### src/rtl/pipe_stage_reg_pkg.sv
`default_nettype none
// ============================================================================
// Module      : pipe_stage_reg_pkg
// Description : Shared occupancy encoding, default widths and reset values
//               for the generic pipeline stage register.
// Revision    : 1.0  initial release
// ============================================================================
package pipe_stage_reg_pkg;

    // Occupancy of the stage: nothing held, head only, head plus skid entry
    typedef enum logic [1:0] {
        ST_EMPTY = 2'd0,
        ST_ONE   = 2'd1,
        ST_FULL  = 2'd2
    } occ_e;

    localparam int DEF_CTRL_W      = 2;
    localparam int DEF_DATA_W      = 69;
    localparam int DEF_STALL_CNT_W = 16;

    // Value of a slot's valid bit coming out of reset
    localparam logic VALID_RST = 1'b0;

endpackage : pipe_stage_reg_pkg
`default_nettype wire

### src/rtl/pipe_stage_reg_slot.sv
`default_nettype none
// ============================================================================
// Module      : pipe_stage_reg_slot
// Description : One pipeline entry (valid, control, payload). Control is
//               zeroed whenever the entry becomes invalid; payload is only
//               written on load so it is held through flush and clear.
// Revision    : 1.0  initial release
// ============================================================================
module pipe_stage_reg_slot
    import pipe_stage_reg_pkg::*;
#(
    parameter int CTRL_W = DEF_CTRL_W,
    parameter int DATA_W = DEF_DATA_W
) (
    input  logic              clk,
    input  logic              reset,
    input  logic              load_i,
    input  logic              clear_i,
    input  logic              flush_i,
    input  logic [CTRL_W-1:0] ctrl_i,
    input  logic [DATA_W-1:0] data_i,
    output logic              valid_o,
    output logic [CTRL_W-1:0] ctrl_o,
    output logic [DATA_W-1:0] data_o
);

    logic              valid_q;
    logic [CTRL_W-1:0] ctrl_q;
    logic [DATA_W-1:0] data_q;

    // Entry storage: flush beats load beats clear
    always_ff @(posedge clk or posedge reset) begin
        if (reset) begin
            valid_q <= VALID_RST;
            ctrl_q  <= '0;
            data_q  <= '0;
        end else if (flush_i) begin
            valid_q <= 1'b0;
            ctrl_q  <= '0;
        end else if (load_i) begin
            valid_q <= 1'b1;
            ctrl_q  <= ctrl_i;
            data_q  <= data_i;
        end else if (clear_i) begin
            valid_q <= 1'b0;
            ctrl_q  <= '0;
        end
    end

    assign valid_o = valid_q;
    assign ctrl_o  = ctrl_q;
    assign data_o  = data_q;

endmodule : pipe_stage_reg_slot
`default_nettype wire

### src/rtl/pipe_stage_reg.sv
`default_nettype none
// ============================================================================
// Module      : pipe_stage_reg
// Description : Generic valid/ready pipeline stage register with flush,
//               optional 2-entry skid buffer and saturating stall counter.
//               Invalid slots present zero control (bubbles).
// Revision    : 1.0  initial release
// ============================================================================
module pipe_stage_reg
    import pipe_stage_reg_pkg::*;
#(
    parameter int CTRL_W      = DEF_CTRL_W,
    parameter int DATA_W      = DEF_DATA_W,
    parameter int SKID        = 1,
    parameter int STALL_CNT_W = DEF_STALL_CNT_W
) (
    input  logic                   clk,
    input  logic                   reset,
    input  logic                   flush,
    input  logic                   in_valid,
    output logic                   in_ready,
    input  logic [CTRL_W-1:0]      in_ctrl,
    input  logic [DATA_W-1:0]      in_data,
    output logic                   out_valid,
    input  logic                   out_ready,
    output logic [CTRL_W-1:0]      out_ctrl,
    output logic [DATA_W-1:0]      out_data,
    output logic [STALL_CNT_W-1:0] stall_cnt
);

    localparam logic [STALL_CNT_W-1:0] STALL_MAX = '1;
    localparam logic [STALL_CNT_W-1:0] STALL_ONE = {{(STALL_CNT_W-1){1'b0}}, 1'b1};

    occ_e state_q, state_d;

    logic              m_load, m_clear, s_load, s_clear;
    logic              m_valid, s_valid;
    logic [CTRL_W-1:0] m_ctrl, s_ctrl, m_ctrl_in;
    logic [DATA_W-1:0] m_data, s_data, m_data_in;
    logic              accept, drain;

    logic [STALL_CNT_W-1:0] stall_q, stall_d;

    assign accept = in_valid & in_ready;
    assign drain  = m_valid & out_ready;

    // Head refills from the skid entry when it holds the older item
    assign m_ctrl_in = (state_q == ST_FULL) ? s_ctrl : in_ctrl;
    assign m_data_in = (state_q == ST_FULL) ? s_data : in_data;

    // Occupancy state register
    always_ff @(posedge clk or posedge reset) begin
        if (reset) begin
            state_q <= ST_EMPTY;
        end else begin
            state_q <= state_d;
        end
    end

    // Next occupancy and slot load/clear strobes
    always_comb begin
        state_d = state_q;
        m_load  = 1'b0;
        m_clear = 1'b0;
        s_load  = 1'b0;
        s_clear = 1'b0;
        if (flush) begin
            state_d = ST_EMPTY;
        end else begin
            case (state_q)
                ST_EMPTY: begin
                    if (accept) begin
                        state_d = ST_ONE;
                        m_load  = 1'b1;
                    end
                end
                ST_ONE: begin
                    if (accept && drain) begin
                        m_load  = 1'b1;
                    end else if (accept) begin
                        state_d = ST_FULL;
                        s_load  = 1'b1;
                    end else if (drain) begin
                        state_d = ST_EMPTY;
                        m_clear = 1'b1;
                    end
                end
                ST_FULL: begin
                    if (drain) begin
                        state_d = ST_ONE;
                        m_load  = 1'b1;
                        s_clear = 1'b1;
                    end
                end
                default: state_d = ST_EMPTY;
            endcase
        end
    end

    pipe_stage_reg_slot #(
        .CTRL_W (CTRL_W),
        .DATA_W (DATA_W)
    ) u_slot_m (
        .clk     (clk),
        .reset   (reset),
        .load_i  (m_load),
        .clear_i (m_clear),
        .flush_i (flush),
        .ctrl_i  (m_ctrl_in),
        .data_i  (m_data_in),
        .valid_o (m_valid),
        .ctrl_o  (m_ctrl),
        .data_o  (m_data)
    );

    generate
        if (SKID != 0) begin : g_skid
            pipe_stage_reg_slot #(
                .CTRL_W (CTRL_W),
                .DATA_W (DATA_W)
            ) u_slot_s (
                .clk     (clk),
                .reset   (reset),
                .load_i  (s_load),
                .clear_i (s_clear),
                .flush_i (flush),
                .ctrl_i  (in_ctrl),
                .data_i  (in_data),
                .valid_o (s_valid),
                .ctrl_o  (s_ctrl),
                .data_o  (s_data)
            );
            // Purely a flop output: room exists whenever the skid entry is free
            assign in_ready = ~s_valid;
        end else begin : g_noskid
            logic unused_skid_ctl;
            assign unused_skid_ctl = s_load ^ s_clear;
            assign s_valid  = 1'b0;
            assign s_ctrl   = '0;
            assign s_data   = '0;
            // Single entry: accept when empty or when the head leaves this cycle
            assign in_ready = ~m_valid | out_ready;
        end
    endgenerate

    // Saturating count of cycles the head is blocked downstream
    always_comb begin
        stall_d = stall_q;
        if (m_valid && !out_ready && (stall_q != STALL_MAX)) begin
            stall_d = stall_q + STALL_ONE;
        end
    end

    // Stall counter register; only reset clears it
    always_ff @(posedge clk or posedge reset) begin
        if (reset) begin
            stall_q <= '0;
        end else begin
            stall_q <= stall_d;
        end
    end

    assign out_valid = m_valid;
    assign out_ctrl  = m_valid ? m_ctrl : '0;
    assign out_data  = m_data;
    assign stall_cnt = stall_q;

endmodule : pipe_stage_reg
`default_nettype wire

### config.mk
export PLATFORM = sky130hd
export DESIGN_NAME = pipe_stage_reg
export DESIGN_NICKNAME = d
export VERILOG_FILES = /design/src/rtl/pipe_stage_reg_pkg.sv /design/src/rtl/pipe_stage_reg_slot.sv /design/src/rtl/pipe_stage_reg.sv
export SDC_FILE = /design/constraint.sdc
export NUM_CORES = 1
export LEC_CHECK = 0
export BUFFER_PORTS_ARGS = -buffer_cell sky130_fd_sc_hd__buf_2
export CAP_MARGIN = 20
export CORE_AREA = 2 2 114 116
export DETAILED_ROUTE_END_ITERATION = 10
export DIE_AREA = 0 0 116 118
export PLACE_DENSITY = 0.89
export SYNTH_ARGS = -nofsm -noshare
export SYNTH_HDL_FRONTEND = slang
export SYNTH_SLANG_ARGS = --single-unit
### constraint.sdc
create_clock -name clk -period 9.75 [get_ports clk]
set_input_delay 2.4375 -clock clk [delete_from_list [all_inputs] [get_ports clk]]
set_output_delay 2.4375 -clock clk [all_outputs]
set_load 0.02 [all_outputs]
Word level (Yosys, flattened, before mapping)
Cells that the tools add are included.

operators by class
  add/sub/neg operators = 1
  equality and inequality tests = 7
  multiplexer cells = 36
  bitwise logic cells = 4
  reduce and logical (&&, ||, !) cells = 10

operators by type and width
  kind                                                                    count
  69-bit 2-to-1 mux                                                       1
  2-bit 2-to-1 mux                                                        14
  1-bit 2-to-1 mux                                                        19
  16-bit by 1-bit adder with 16-bit output (second input constant)        1
  16-bit != test (second input constant)                                  1
  3-bit != test (second input constant)                                   3
  2-bit one-hot mux with 3 select lines                                   1
  3-bit nonzero test                                                      2
  4-bit != test (second input constant)                                   1
  2-bit AND reduction                                                     2
  4-bit AND reduction                                                     1
  1-bit logical AND                                                       3
  1-bit one-hot mux with 3 select lines                                   1
  1-bit bitwise AND                                                       2
  2-bit by 1-bit equality test with 1-bit output (second input constant)  1
  2-bit equality test (second input constant)                             1
  2-bit logical NOT                                                       1
  1-bit NOT                                                               2
  1-bit logical NOT                                                       1

word-level totals
  flip-flop bits (word level) = 162
  bits of input ports = 76
  output and inout port bits = 89
  word-level logic and storage cells = 66

Logic depth before layout (Yosys ltp)
Gate-level depths: netlist of run 1.

  depth after elaboration = 9
  depth in mapped cells = 7
  depth with buffers taken out = 5

By module
Synthesis of run 1 repeated with hierarchy kept, for this count alone.

unflattened totals
  cell total of the unflattened synthesis = 650
  area total of the unflattened synthesis = 8035.2 µm²

modules (own cells, without submodules)
  module               times used  cells each  area each (µm²)  seq. area each (µm²)
  pipe_stage_reg_slot  2           159         3064.2           1801.7
  pipe_stage_reg       1           332         1906.8           450.4

Least setup slack after synthesis of run 1
No wires, ideal clock.

  path type = input to register
  start point = in in_valid
  end point = reg g_skid.u_slot_s.data_q[19], in the netlist g_skid.u_slot_s.data_o[19]
  library setup time = 125 ps
  data arrival time = 3807 ps
  data required time = 9625 ps
  path slack = 5818 ps
  stages = 7
  path buffers = 3
  cells stage by stage = nor3b_4 -> nand2_1 -> or3_1 -> buf_2 -> buf_6 -> buf_8 -> mux2_4

between the ends
  longest elaborated chain between the ends = 6
  elaborated cells between the ends (all ways) = 7
  classes of those cells = 4 x mux; 1 x bitwise; 2 x reduce/logical

RTL lines
  element                                                       line                                        text
  from (decl)                                                   pipe_stage_reg.sv:20                        input logic in_valid,
  1-bit bitwise AND (*)                                         pipe_stage_reg.sv:44                        assign accept = in_valid & in_ready;
  1-bit 2-to-1 mux / 1-bit logical AND (equally long branches)  pipe_stage_reg.sv:80, pipe_stage_reg.sv:78
  1-bit 2-to-1 mux (*)                                          pipe_stage_reg.sv:78                        if (accept && drain) begin
  1-bit 2-to-1 mux (*)                                          pipe_stage_reg.sv:70                        case (state_q)
  1-bit 2-to-1 mux (*)                                          pipe_stage_reg.sv:67                        if (flush) begin
  2-bit AND reduction (no source line) (*)                      -
  to (signal assigned)                                          pipe_stage_reg_slot.sv:43                   data_q <= data_i;
  to (decl)                                                     pipe_stage_reg_slot.sv:29                   logic [DATA_W-1:0] data_q;

Every way passes the cells marked *; elsewhere a longest branch is shown, timed or not.
A chain may end at the register's enable or synchronous reset.

Worst setup path after layout of run 1
  start point = in in_valid
  end point = reg g_skid.u_slot_s.data_q[49], in the netlist g_skid.u_slot_s.data_o[49]

The elaborated chain is that of the path after synthesis.

==> results.py, run 1 <==
metrics = {
    "clock_network": {
        "ctsLongestPathBuffers": 2,
        "cts_repair_resize_count": 0,
        "post_cts.repair.setup_buffers": 0,
        "clk_root_buffer_cell": "sky130_fd_sc_hd__clkbuf_16",
        "cts.hold.buffers_added": 0,
        "clk_pin_slew_worst_paths_ns": 0.06,
        "clock_insertion_delay_at_the_later_pin_of_the_skew_report_ns": 0.42,
        "clock_sink_count": 162,
        "tritoncts.num_buffers": 17,
        "cts_tree": "built",
        "clock_tree.htree_level_count": 4,
    },
    "synth": {
        "syn_avg_cell_area_um2": 12.2,
        "synthDominantCellAreaShare_pct": 57.2,
        "synth_fp_nets": 659,
        "synth-warning-count": 0,
        "ys_seq_area_share_pct": 57.2,
        "cell_count_after_synthesis": 582,
        "synth.top_cells.by_area": "sky130_fd_sc_hd__dfrtp_1 57%, sky130_fd_sc_hd__mux2i_1 10%, sky130_fd_sc_hd__mux2_2 10%",
        "post_synth_instance_area_um2": 7080,
        "synthesis_stage_register_bit_count": 162,
        "cell_type_contributing_the_most_total_cell_area_after_synthesis": "sky130_fd_sc_hd__dfrtp_1",
        "synth.distinct_cells": 42,
        "number_of_synthesized_flops_with_an_enable_pin": 0,
        "synth_top_flop_cell": "sky130_fd_sc_hd__dfrtp_1",
        "ys_async_sr_fraction_pct": 100,
    },
    "critical_path": {
        "max_stage_delay_ns": 0.72,
        "cp_data_required_time_ns": 10.06,
        "worst-setup-path-type": "in -> reg",
        "cp_max_stage_cell": "sky130_fd_sc_hd__or3_4",
        "cp_data_arrival_time_ns": 4.26,
        "crit_fanout": 69,
        "crit_chain": "buf_2, nor3b_4, nand2_1, or3_4, mux2_2",
        "worst-path-buf-inv": 1,
        "end_kind": "flop",
        "cpLargestDelayFamily": "simple AND/OR/NAND/NOR gates",
        "cp_startpoint_kind": "input port",
    },
    "die": {
        "fp.dieH_um": 118,
        "floorplan.die.width_um": 116,
        "core_box_area_um2": 12400,
        "design.die.area_um2": 13700,
        "floorplan.io_pins": 165,
        "num_rows": 41,
        "start_util_pct": 57.0,
    },
    "finish": {
        "layout-area-overhead-vs-synth_pct": 22.3,
        "finalNetCount": 810,
        "fillCellCount": 885,
        "fraction_of_final_layout_cells_with_drive_strength_greater_than_1_pct": 37.2,
        "antennaDiodeCount": 0,
    },
    "detailed_routing": {
        "remaining_drc_errors": 0,
        "vias": 5279,
        "detail-route-antenna-nets": 0,
        "drt_first_pass_iters": 7,
        "drt_iter0_markers": 383,
        "route.detailed.wl_per_inst_um": 17.5,
        "drt-vias-per-instance": 5.76,
        "routed_wirelength_mm": 16.0,
    },
    "timing": {
        "rsz0062_at_grt": "false",
        "timing.max_slew.rel_slack_pct": 32.6,
        "min_period_ns": 3.96,
        "timing_hold_violations_final": 0,
        "finalSetupViolations": 0,
        "tightestPinTransition_ns": 1.01,
        "fin_worst_skew_ns": 0.00780,
        "timing.final.max_slew_violations": 0,
        "clock.fmax_mhz": 253,
        "fin_setup_tns_ns": 0,
        "timing.final.crit_share_pct": 40.6,
    },
    "global_route": {
        "grt_start_max_net_pins": 84,
        "globalRouteOverflowTotal": 0,
        "grt_pass1_wl_mm": 26.4,
        "grt_antenna_before_repair": 0,
        "first_global_vias": 5491,
        "groute.usage.overall_pct": 24.5,
    },
    "placed_design": {
        "port_buffers": 164,
        "post-dp-hpwl_mm": 10.0,
        "gpl.final_weighted_congestion": 0.828,
    },
    "run": {
        "max-cap-violations": 0,
    },
    "outcome": {
        "outcome": "finished, final reports clean",
    },
    "power_and_ir_drop": {
        "power.total_uw": 2290,
        "ir_worst_vdd_mv": 0.175,
        "leakagePower_uw": 0.00397,
        "pwr_density_cell_nw_per_um2": 264,
    },
    "worst_hold_path": {
        "hold_path_class": "reg -> reg",
    },
}
## layout by cell type, fill, tap and decap left out, types with 5 or more instances in the layout
master / count
sky130_fd_sc_hd__buf_2: 164
sky130_fd_sc_hd__dfrtp_1: 162
sky130_fd_sc_hd__o21ai_0: 140
sky130_fd_sc_hd__mux2i_1: 72
sky130_fd_sc_hd__mux2_2: 63
sky130_fd_sc_hd__clkbuf_16: 17
sky130_fd_sc_hd__nand2_1: 14
sky130_fd_sc_hd__nor2_1: 11
sky130_fd_sc_hd__mux2_4: 10
sky130_fd_sc_hd__nand3_1: 9
sky130_fd_sc_hd__nand4_1: 5
sky130_fd_sc_hd__inv_1: 5
sky130_fd_sc_hd__xnor2_1: 5
sky130_fd_sc_hd__clkbuf_1: 5
## synth_stat cells (2+ instances only)
| library cell | instances |
|---|---|
| sky130_fd_sc_hd__a22oi_1 | 2 |
| sky130_fd_sc_hd__or2_2 | 2 |
| sky130_fd_sc_hd__nand3b_1 | 2 |
| sky130_fd_sc_hd__xor2_1 | 4 |
| sky130_fd_sc_hd__mux2i_1 | 72 |
| sky130_fd_sc_hd__nand3_1 | 9 |
| sky130_fd_sc_hd__o21ai_0 | 140 |
| sky130_fd_sc_hd__nor4_1 | 2 |
| sky130_fd_sc_hd__nand4_1 | 5 |
| sky130_fd_sc_hd__nor3_1 | 4 |
| sky130_fd_sc_hd__a21oi_1 | 4 |
| sky130_fd_sc_hd__or3_1 | 2 |
| sky130_fd_sc_hd__nand2_1 | 14 |
| sky130_fd_sc_hd__clkbuf_1 | 27 |
| sky130_fd_sc_hd__and3_1 | 3 |
| sky130_fd_sc_hd__and2_1 | 3 |
| sky130_fd_sc_hd__buf_2 | 7 |
| sky130_fd_sc_hd__xnor2_1 | 5 |
| sky130_fd_sc_hd__and4_1 | 2 |
| sky130_fd_sc_hd__mux2_2 | 63 |
| sky130_fd_sc_hd__buf_1 | 3 |
| sky130_fd_sc_hd__mux2_4 | 10 |
| sky130_fd_sc_hd__a31oi_1 | 2 |
| sky130_fd_sc_hd__nor2_1 | 11 |
| sky130_fd_sc_hd__inv_1 | 6 |
| sky130_fd_sc_hd__dfrtp_1 | 162 |
## state kept, by name (all words and copies together) (netlist names)
| signal | flops |
|---|---|
| g_skid.u_slot_s.ctrl_o | 2 |
| g_skid.u_slot_s.data_o | 69 |
| g_skid.u_slot_s.valid_o | 1 |
| stall_cnt | 16 |
| state_q | 2 |
| u_slot_m.ctrl_o | 2 |
| u_slot_m.data_o | 69 |
| u_slot_m.valid_o | 1 |
## worst min-delay path: cells and delay by family (launching register included)
family	cells	cell delay, ns
flops	1	0.33
compound gates	1	0.07
simple gates	1	0.04
## path summary, 6_finish.rpt
| kind | from | endpoint | slack (ns) | depth (start not counted) |
|---|---|---|---|---|
| worst max-delay path | in_valid | g_skid.u_slot_s.data_o[49] | 5.79 | 5 |
| worst min-delay path | u_slot_m.ctrl_o[1] | u_slot_m.ctrl_o[1] | 0.48 | 2 |
| worst max register to register | state_q[1] | g_skid.u_slot_s.data_o[49] | 7.42 | 4 |
| worst min register to register | u_slot_m.ctrl_o[1] | u_slot_m.ctrl_o[1] | 0.48 | 2 |
| max in group asynchronous | reset | g_skid.u_slot_s.data_o[46] | 6.41 | 4 |
| min in group asynchronous | reset | g_skid.u_slot_s.data_o[9] | 2.14 | 2 |
## report_power, final
group / leakage [uW] / switching (uW) / internal (uW)
clock network: 0.000284 / 251 / 412
registers: 0.00201 / 134 / 903
logic: 0.00168 / 326 / 261
total: 0.00397 / 711 / 1580
## metal layers
| layer | track usage [%] | share of wire, % | up-vias | routed length (um) |
|---|---|---|---|---|
| li1 | - | - | 2396 | - |
| met3 | 5.51 | 6.1 | 46 | 984 |
| met2 | 39.2 | 50 | 230 | 7930 |
| met1 | 31.3 | 41 | 2607 | 6530 |
| met5 | 0 | 0 | - | 0 |
| met4 | 12.2 | 3.5 | 0 | 560 |
## metrics by stage
step | std cells | instance area [um^2] | setup WS, ns | hold WS (ns) | utilization [%]
2_1_floorplan | 582 | 7080 | 2.94 | 0.442 | -
3_3_place_gp | 882 | 7990 | 4.93 | 0.463 | 64.4
3_5_place_dp | 882 | 7990 | 4.84 | 0.475 | 64.4
4_1_cts | 912 | 8570 | 5.28 | 0.488 | 69.0
5_1_grt | 916 | 8660 | 5.70 | 0.521 | 69.8
6_report | 916 | 8660 | 5.79 | 0.482 | 69.8
## cell type report
| class | count | area (um^2) | area share [%] |
|---|---|---|---|
| multi-input combinational | 375 | 2850 | 32.9 |
| sequential | 162 | 4050 | 46.8 |
| clock inverter | 6 | 105 | 1.21 |
| clock buffer | 24 | 472 | 5.44 |
| tap | 172 | 215 | 2.48 |
| timing repair buffer | 171 | 938 | 10.8 |
| inverter | 6 | 27.5 | 0.318 |
## cell families (layout without fill, tap and decap cells)
| kind of cell | after synthesis | count (layout) | share of synthesized area (%) |
|---|---|---|---|
| compound gates | 157 | 157 | 11.6 |
| simple gates | 63 | 63 | 4.79 |
| xor+xnor | 9 | 9 | 1.11 |
| fa+ha+maj | 1 | 1 | 0.177 |
| mux | 145 | 145 | 22.3 |
| flops | 162 | 162 | 57.2 |
| buf+inv | 45 | 207 | 2.77 |
Power figures use the tool's default switching activity.
==> inputs of run 2 (changes only) <==
ABC_AREA = 1   (was not set)
CORE_AREA = 2 2 129 131   (was 2 2 114 116)
DIE_AREA = 0 0 131 133   (was 0 0 116 118)
PLACE_DENSITY = 0.8   (was 0.89)
clock period = 3.25 ns   (was 9.75 ns; I/O delays follow)
==> results.py, run 2 <==
metrics = {
    "timing": {
        "fin_setup_tns_ns": 0,
        "timing.final.crit_share_pct": 71.4,
        "timing.final.max_slew_violations": 0,
        "timing.max_slew.rel_slack_pct": 55.9,
        "setup_slack_ns": 0.930,
        "fin_worst_skew_ns": 0.00841,
        "finalSetupViolations": 0,
        "timing_hold_violations_final": 0,
        "clock.fmax_mhz": 431,
        "tightestPinTransition_ns": 0.661,
        "rsz0062_at_grt": "false",
        "min_period_ns": 2.32,
    },
    "synth": {
        "post-synth-top-count-cell": "sky130_fd_sc_hd__nand2_1",
        "cell_type_contributing_the_most_total_cell_area_after_synthesis": "sky130_fd_sc_hd__dfrtp_1",
        "synth-warning-count": 0,
        "ys_seq_area_share_pct": 51.9,
        "synth.top_cells.by_area": "sky130_fd_sc_hd__dfrtp_1 52%, sky130_fd_sc_hd__nand2_1 11%, sky130_fd_sc_hd__o21ai_2 8.1%",
        "post_synth_instance_area_um2": 7820,
        "syn_avg_cell_area_um2": 8.90,
        "synth.distinct_cells": 24,
        "synth_top_flop_cell": "sky130_fd_sc_hd__dfrtp_1",
        "synthDominantCellAreaShare_pct": 51.9,
        "number_of_synthesized_flops_with_an_enable_pin": 0,
        "ys_async_sr_fraction_pct": 100,
        "cell_count_after_synthesis": 878,
        "synth_fp_nets": 955,
        "synthesis_stage_register_bit_count": 162,
        "ys_top_cells_by_count": "225 x sky130_fd_sc_hd__nand2_1, 162 x sky130_fd_sc_hd__dfrtp_1, 109 x sky130_fd_sc_hd__o21ai_0",
    },
    "finish": {
        "multi_input_comb_area_um2": 3000,
        "ff_latch_area_um2": 4050,
        "fraction_of_final_layout_cells_with_drive_strength_greater_than_1_pct": 34.4,
        "layout.cells.most_common_list": "225 x sky130_fd_sc_hd__nand2_1, 164 x sky130_fd_sc_hd__buf_2, 162 x sky130_fd_sc_hd__dfrtp_1",
        "final_cell_area_um2": 9200,
        "antennaDiodeCount": 0,
        "layout.cells.most_common": "sky130_fd_sc_hd__nand2_1",
        "finalNetCount": 1101,
        "layout-area-overhead-vs-synth_pct": 17.7,
        "fillCellCount": 1434,
    },
    "placed_design": {
        "worst_setup_slack_after_placement_ns": 0.857,
        "post-dp-hpwl_mm": 10.9,
        "gpl.final_weighted_congestion": 0.849,
        "port_buffers": 164,
        "placedInstanceArea_um2": 8650,
    },
    "clock_network": {
        "tritoncts.num_buffers": 17,
        "post_cts.repair.setup_buffers": 0,
        "clock_insertion_delay_at_the_later_pin_of_the_skew_report_ns": 0.42,
        "clock_tree.htree_level_count": 4,
        "ctsLongestPathBuffers": 2,
        "clock_sink_count": 162,
        "cts_repair_resize_count": 0,
        "cts.hold.buffers_added": 0,
        "clk_pin_slew_worst_paths_ns": 0.06,
        "cts_tree": "built",
        "clk_root_buffer_cell": "sky130_fd_sc_hd__clkbuf_16",
    },
    "detailed_routing": {
        "vias": 5998,
        "drt_first_pass_iters": 4,
        "drt_iter0_markers": 336,
        "detail-route-antenna-nets": 0,
        "route.detailed.wl_per_inst_um": 12.7,
        "drt-vias-per-instance": 4.78,
        "remaining_drc_errors": 0,
        "routed_wirelength_mm": 15.9,
    },
    "critical_path": {
        "cp_startpoint_kind": "flop",
        "cp_max_stage_cell": "sky130_fd_sc_hd__clkinv_2",
        "worst-setup-path-type": "reg -> reg",
        "crit_fanout": 58,
        "cp_data_required_time_ns": 3.55,
        "end_kind": "flop",
        "worst-path-buf-inv": 2,
        "cp_data_arrival_time_ns": 2.62,
        "cpLargestDelayFamily": "buffers and inverters",
        "max_stage_delay_ns": 0.56,
        "crit_chain": "nor2_4, clkinv_2, buf_4, o21ai_0, o21ai_2",
    },
    "power_and_ir_drop": {
        "pwr_density_cell_nw_per_um2": 879,
        "leakagePower_uw": 0.00486,
        "ir_worst_vdd_mv": 0.536,
    },
    "die": {
        "floorplan.die.width_um": 131,
        "num_rows": 47,
        "core_box_area_um2": 16200,
        "fp.dieH_um": 133,
        "floorplan.io_pins": 165,
        "design.die.area_um2": 17400,
        "start_util_pct": 48.3,
    },
    "global_route": {
        "first_global_vias": 5560,
        "grt_antenna_before_repair": 0,
        "globalRouteOverflowTotal": 0,
        "grt_start_max_net_pins": 98,
        "groute.usage.overall_pct": 19.0,
        "grt_pass1_wl_mm": 26.3,
    },
    "worst_hold_path": {
        "hold_path_class": "reg -> reg",
    },
    "outcome": {
        "outcome": "finished, final reports clean",
    },
    "run": {
        "max-cap-violations": 0,
    },
}
==> run 2: cell count changes after synthesis, sizes merged, moves of 21 or more <==
cell   previous run  this run
nand2            14       297
inv               6        97
o21ai           141       218
mux2             73         0
mux2i            72         0
buf              12        33
==> run 2: cells by family after synthesis <==
group,share of synthesized area [%]
fa+ha+maj,0.160
compound gates,17.6
buf+inv,9.96
flops,51.9
xor+xnor,0.784
simple gates,19.6
==> run 2: path summary, 6_finish.rpt <==
kind / from / end / slack (ns) / cells after the start
setup / recovery: state_q[0] / u_slot_m.data_o[36] / 0.93 / 5
hold / removal: u_slot_m.data_o[59] / u_slot_m.data_o[59] / 0.48 / 2
setup reg to reg: state_q[0] / u_slot_m.data_o[36] / 0.93 / 5
hold reg to reg: u_slot_m.data_o[59] / u_slot_m.data_o[59] / 0.48 / 2
max in group asynchronous: reset / u_slot_m.data_o[31] / 2.27 / 3
min in group asynchronous: reset / stall_cnt[5] / 0.51 / 3
==> run 2: report_power, final <==
part | internal (uW) | total, uW | switching (uW) | leakage [uW]
registers | 2900 | 3480 | 578 | 0.00204
clock network | 1070 | 1880 | 812 | 0.000262
logic | 1030 | 2720 | 1690 | 0.00255
total | 5010 | 8090 | 3080 | 0.00486
==> run 2: layout make-up <==
cell class                 count  area share, %
tap                          220           2.99
multi-input combinational    572           32.6
clock inverter                12           1.20
inverter                      97           4.01
timing repair buffer         174           10.3
sequential                   162           44.1
clock buffer                  19           4.82
==> run 2: routing by layer <==
layer / up-vias / share of wire [%] / wire length (um) / global-route usage (%)
met3: 13 / 6.1 / 965 / 6.59
met2: 134 / 47 / 7530 / 29.7
met4: 0 / 1.0 / 161 / 4.96
met1: 2767 / 46 / 7260 / 25.4
li1: 3084 / - / - / -
met5: - / 0 / 0 / 0
==> run 2: metrics by stage <==
stage | total power (uW) | util, % | cells | hold slack, ns
floorplan | 5450 | - | 878 | 0.448
global placement | 6140 | 53.5 | 1225 | 0.461
detailed placement | 6260 | 53.5 | 1225 | 0.468
CTS | 8170 | 56.9 | 1256 | 0.484
global route | 8620 | 56.9 | 1256 | 0.498
finish | 8090 | 56.9 | 1256 | 0.480
==> run 2: worst min-delay path, stage by stage, from the launching register on <==
cell,delay [ns]
sky130_fd_sc_hd__dfrtp_1,0.35
sky130_fd_sc_hd__nand2_2,0.06
sky130_fd_sc_hd__o21ai_2,0.04
